### src/rtl/el2_pkg.sv
// el2_pkg: shared types for the DCCM arbiter slice.
// Core parameter bundle and the read-return FSM state type.
package el2_pkg;

  typedef struct packed {
    logic [7:0] DCCM_BITS;
    logic [7:0] DCCM_FDATA_WIDTH;
  } el2_param_t;

  // Mirrors the el2_param.vh defaults for a 64KB DCCM with 7-bit ECC.
  localparam el2_param_t EL2_PARAM_DEFAULT = '{
    DCCM_BITS:        8'd16,
    DCCM_FDATA_WIDTH: 8'd39
  };

  typedef enum logic [1:0] {
    IDLE   = 2'b00,
    RD_LSU = 2'b01,
    RD_DMA = 2'b10
  } el2_dccm_arb_state_t;

endpackage

### src/rtl/el2_dccm_arb_if.sv
// el2_dccm_arb_if: one requester's DCCM access handshake.
// Requester holds req/wr/addr/wdata until gnt.
interface el2_dccm_arb_if
  import el2_pkg::*;
#(
  parameter el2_param_t pt = EL2_PARAM_DEFAULT
) ();

  logic                            req;
  logic                            wr;
  logic [pt.DCCM_BITS-1:0]         addr;
  logic [pt.DCCM_FDATA_WIDTH-1:0]  wdata;
  logic                            gnt;

  modport master (
    output req, wr, addr, wdata,
    input  gnt
  );

  modport slave (
    input  req, wr, addr, wdata,
    output gnt
  );

  modport mon (
    input req, gnt
  );

endinterface

### src/rtl/el2_dccm_arb_starve.sv
// el2_dccm_arb_starve: DMA starvation counter, saturating at STARVE_MAX.
// Raises starve when DMA has waited STARVE_MAX cycles.
module el2_dccm_arb_starve #(
  parameter int STARVE_MAX = 15
) (
  input  logic       clk,
  input  logic       rst_l,
  el2_dccm_arb_if.mon dma,
  output logic       starve
);

  localparam logic [7:0] MAX = 8'(STARVE_MAX);

  logic [7:0] starve_cnt;

  assign starve = dma.req & (starve_cnt == MAX);

  always_ff @(posedge clk or negedge rst_l) begin
    if (!rst_l) begin
      starve_cnt <= '0;
    end else if (!dma.req || dma.gnt) begin
      starve_cnt <= '0;
    end else if (starve_cnt != MAX) begin
      starve_cnt <= starve_cnt + 8'd1;
    end
  end

endmodule

### src/rtl/el2_dccm_arb.sv
// el2_dccm_arb: LSU/DMA arbiter for the DCCM with 1-cycle read return.
// Define EL2_DCCM_ARB_STARVE_EN to enable the DMA anti-starvation grant.
module el2_dccm_arb
  import el2_pkg::*;
#(
  parameter el2_param_t pt         = EL2_PARAM_DEFAULT,
  parameter int         STARVE_MAX = 15
) (
  input  logic                           clk,
  input  logic                           rst_l,
  input  logic                           lsu_req,
  input  logic                           lsu_wr,
  input  logic [pt.DCCM_BITS-1:0]        lsu_addr,
  input  logic [pt.DCCM_FDATA_WIDTH-1:0] lsu_wdata,
  output logic                           lsu_gnt,
  input  logic                           dma_req,
  input  logic                           dma_wr,
  input  logic [pt.DCCM_BITS-1:0]        dma_addr,
  input  logic [pt.DCCM_FDATA_WIDTH-1:0] dma_wdata,
  output logic                           dma_gnt,
  output logic                           lsu_rd_vld,
  output logic                           dma_rd_vld,
  output logic [pt.DCCM_FDATA_WIDTH-1:0] rd_data,
  output logic                           dccm_rden,
  output logic                           dccm_wren,
  output logic [pt.DCCM_BITS-1:0]        dccm_addr,
  output logic [pt.DCCM_FDATA_WIDTH-1:0] dccm_wr_data,
  input  logic [pt.DCCM_FDATA_WIDTH-1:0] dccm_rd_data,
  output logic                           dma_starve
);

  if (STARVE_MAX < 1 || STARVE_MAX > 255) begin : g_bad_starve_max
    $error("el2_dccm_arb: STARVE_MAX must be 1..255");
  end

  el2_dccm_arb_if #(.pt(pt)) lsu_bus ();
  el2_dccm_arb_if #(.pt(pt)) dma_bus ();

  assign lsu_bus.req   = lsu_req;
  assign lsu_bus.wr    = lsu_wr;
  assign lsu_bus.addr  = lsu_addr;
  assign lsu_bus.wdata = lsu_wdata;
  assign dma_bus.req   = dma_req;
  assign dma_bus.wr    = dma_wr;
  assign dma_bus.addr  = dma_addr;
  assign dma_bus.wdata = dma_wdata;

  logic starve;

`ifdef EL2_DCCM_ARB_STARVE_EN
  el2_dccm_arb_starve #(
    .STARVE_MAX(STARVE_MAX)
  ) u_starve (
    .clk   (clk),
    .rst_l (rst_l),
    .dma   (dma_bus.mon),
    .starve(starve)
  );
`else
  assign starve = 1'b0;
`endif

  // Gating with rst_l drops the combinational grants during reset.
  assign lsu_bus.gnt = rst_l & lsu_bus.req & ~starve;
  assign dma_bus.gnt = rst_l & dma_bus.req
                     & (~lsu_bus.req | starve);

  assign lsu_gnt    = lsu_bus.gnt;
  assign dma_gnt    = dma_bus.gnt;
  assign dma_starve = rst_l & starve;

  assign dccm_wren = (lsu_bus.gnt & lsu_bus.wr)
                   | (dma_bus.gnt & dma_bus.wr);
  assign dccm_rden = (lsu_bus.gnt & ~lsu_bus.wr)
                   | (dma_bus.gnt & ~dma_bus.wr);

  always_comb begin
    dccm_addr    = '0;
    dccm_wr_data = '0;
    unique case (1'b1)
      lsu_bus.gnt: begin
        dccm_addr    = lsu_bus.addr;
        dccm_wr_data = lsu_bus.wdata;
      end
      dma_bus.gnt: begin
        dccm_addr    = dma_bus.addr;
        dccm_wr_data = dma_bus.wdata;
      end
      default: ;
    endcase
  end

  el2_dccm_arb_state_t state, state_d;

  always_comb begin
    state_d = IDLE;
    if (lsu_bus.gnt && !lsu_bus.wr) begin
      state_d = RD_LSU;
    end else if (dma_bus.gnt && !dma_bus.wr) begin
      state_d = RD_DMA;
    end
  end

  always_ff @(posedge clk or negedge rst_l) begin
    if (!rst_l) begin
      state <= IDLE;
    end else begin
      state <= state_d;
    end
  end

  assign lsu_rd_vld = (state == RD_LSU);
  assign dma_rd_vld = (state == RD_DMA);
  assign rd_data    = (state != IDLE) ? dccm_rd_data : '0;

endmodule

### config.mk
export PLATFORM = sky130hd
export DESIGN_NAME = el2_dccm_arb
export DESIGN_NICKNAME = d
export VERILOG_FILES = /design/src/rtl/el2_pkg.sv /design/src/rtl/el2_dccm_arb_if.sv /design/src/rtl/el2_dccm_arb_starve.sv /design/src/rtl/el2_dccm_arb.sv
export SDC_FILE = /design/constraint.sdc
export NUM_CORES = 1
export LEC_CHECK = 0
export CAP_MARGIN = 5
export CORE_AREA = 3 3 98 100
export DETAILED_ROUTE_END_ITERATION = 6
export DIE_AREA = 0 0 101 103
export SYNTH_ARGS = -nofsm -noshare
export SYNTH_HDL_FRONTEND = slang
export SYNTH_SLANG_ARGS = --single-unit
### constraint.sdc
create_clock -name clk -period 0.9 [get_ports clk]
set_input_delay 0.09 -clock clk [delete_from_list [all_inputs] [get_ports clk]]
set_output_delay 0.09 -clock clk [all_outputs]
set_load 0.005 [all_outputs]
==> impl_metrics.json <==
{
  "grt_max_degree": 41,
  "synth_warnings": 0,
  "die-width_um": 101,
  "wirelength_mm": 10.5,
  "drt_iter0_drc": 59,
  "start_kind": "flip-flop",
  "postRouteAntennaNets": 0,
  "largest-register": "state",
  "ys_seq_area_frac": 0.0449,
  "dieArea_um2": 10400,
  "violations": "setup timing",
  "outcome": "finished, violations left",
  "final_cells": 531,
  "critPathKind": "reg2out",
  "hold_slack_ns": 0.127,
  "p_leak_nw": 1.89,
  "max-vdd-ir-drop_mv": 0.194,
  "htreeDepth": 1,
  "final_util": 0.472,
  "fmax_mhz": 746,
  "vias_per_cell": 4.57,
  "layout_setup_ws_ns": -0.441,
  "cts_buffers": 3,
  "critPathMaxFanout": 6,
  "fin_crit_sh": 1.49,
  "finalSetupViolations": 98,
  "rsz0062_at_grt": "true",
  "fin_crit_ns": 1.34,
  "place_hpwl_mm": 7.12,
  "antenna_found_initial": 0,
  "required_ns": 0.81,
  "netlist_area_um2": 1110,
  "cp.arrival_ns": 1.25,
  "grt_pass1_vias": 2509,
  "finalMaxSlewViolations": 0,
  "fp-row-count": 34,
  "ys_ff_latch": 2,
  "power.total_mw": 2.30,
  "syn_area_per_cell_um2": 8.37,
  "wl_per_cell_um": 19.7,
  "min_path_type": "in2reg",
  "largest_reg_flops": 2,
  "drt_first_pass_iters": 4,
  "final_hold_viol_count": 0,
  "synth.distinct_cells": 17,
  "syn_inst": 133,
  "grt_pass1_wl_mm": 14.5,
  "io_buffers": 254,
  "largestRegisters": "state: 2 flops",
  "grt_overflow": 0,
  "drive_gt1_frac": 0.418,
  "cts_max_path_buffers": 2,
  "core_um2": 8760,
  "num_vias": 2427,
  "drc_errors": 0,
  "area_delta_synth_final_pct": 271,
  "place_inst": 486,
  "num_antenna_cells": 0,
  "io_pins": 256,
  "nNetsFinal": 580,
  "track_usage": 0.181,
  "end_kind": "primary output",
  "start_util": 0.127,
  "root_buffer": "clkbuf_8",
  "die_h_um": 103,
  "cts_tree": "done",
  "routabilityCongestion": 0.712,
  "p_per_area_nw_per_um2": 555,
  "max_cap_violations": 0,
  "synth_nets": 288,
  "path_clk_slew_ns": 0.03,
  "clkSinkCount": 2
}
[cell families after synthesis]
group           after synthesis  share of synthesized area
flops                         2                     0.0449
other cells                   1                    0.00337
buf+inv                      25                      0.171
compound gates               57                      0.509
simple gates                 48                      0.272
[layout make-up]
class | count | area [um2]
well taps | 108 | 135
flip-flops and latches | 2 | 50.0
repair buffers | 310 | 2940
clock buffers | 3 | 41.3
multi-input cells | 106 | 950
inverters | 2 | 20.0
fillers | 882 | 4630
[routing by layer]
layer  routed length [um]  vias to the layer above  GRT usage
li1                     -                     1134          -
met1                 3850                     1131      0.203
met2                 5600                      154      0.354
met3                  894                        8     0.0311
met4                  133                        0     0.0429
met5                    0                        -          0
[cells in the final DEF (no fill, tap or decap), types with 2 or more instances in the layout]
cell,Yosys,routed
dfrtp_1,2,2
nor2b_1,41,33
buf_4,5,8
buf_8,5,8
a32o_2,0,3
nor2b_2,0,3
clkdlybuf4s50_1,0,147
buf_16,0,9
buf_6,2,27
nor2_1,3,2
nor2b_4,1,6
clkbuf_8,0,3
a32o_1,56,53
buf_2,5,90
buf_12,0,9
dlygate4sd2_1,0,3
clkbuf_2,0,6
[timing repair]
item                                    CTS  global route
endpoints found under the setup margin  100           100
endpoints found under the hold margin     2             0
resized for setup                       453            46
pin swaps                                43            15
hold buffers                              1             0
gates cloned                             13             2
buffers inserted                         34             8
[critical path, stage by stage, from the launching register on]
cell and delay [ns]:
dfrtp_1 0.41, nor2_4 0.17, buf_6 0.15, buf_16 0.12
nor2b_1 0.04, buf_2 0.14
[synthesized netlist by cell type]
library cell  number  area (um2)
a32o_1            56         561
and2b_1            1        7.51
buf_2              5        25.0
buf_4              5        37.5
buf_6              2        22.5
buf_8              5        75.1
clkbuf_1           6        22.5
conb_1             1        3.75
dfrtp_1            2        50.1
inv_1              1        3.75
inv_2              1        3.75
nand2_2            1        6.26
nand3b_1           1        7.51
nor2_1             3        11.3
nor2b_1           41         257
nor2b_4            1        13.8
o22ai_1            1        6.26
[power by group]
part,internal [mW],switching [mW]
clock,0.282,0.0669
combinational,1.26,0.589
sequential,0.0936,0.00360
total,1.64,0.659
[through the flow]
stage               setup TNS, ns  setup slack (ns)  cell area (um2)
finish                     -28.92            -0.441             4130
detailed placement         -73.39             -1.00             3770
floorplan                   -1.65           -0.0559             1120
global route               -33.25            -0.501             4130
CTS                        -33.16            -0.471             4160
global placement           -72.75            -0.993             3770
[path summary, 6_finish.rpt]
kind                               startpoint                  to  slack, ns  depth (start not counted)
setup / recovery           state[1]$_DFF_PN0_         rd_data[34]      -0.44                          5
hold / removal                         dma_wr  state[1]$_DFF_PN0_       0.13                          2
max in group asynchronous               rst_l  state[0]$_DFF_PN0_       0.36                          4
min in group asynchronous               rst_l  state[1]$_DFF_PN0_       0.41                          4
(Power assumes the default switching activity.)
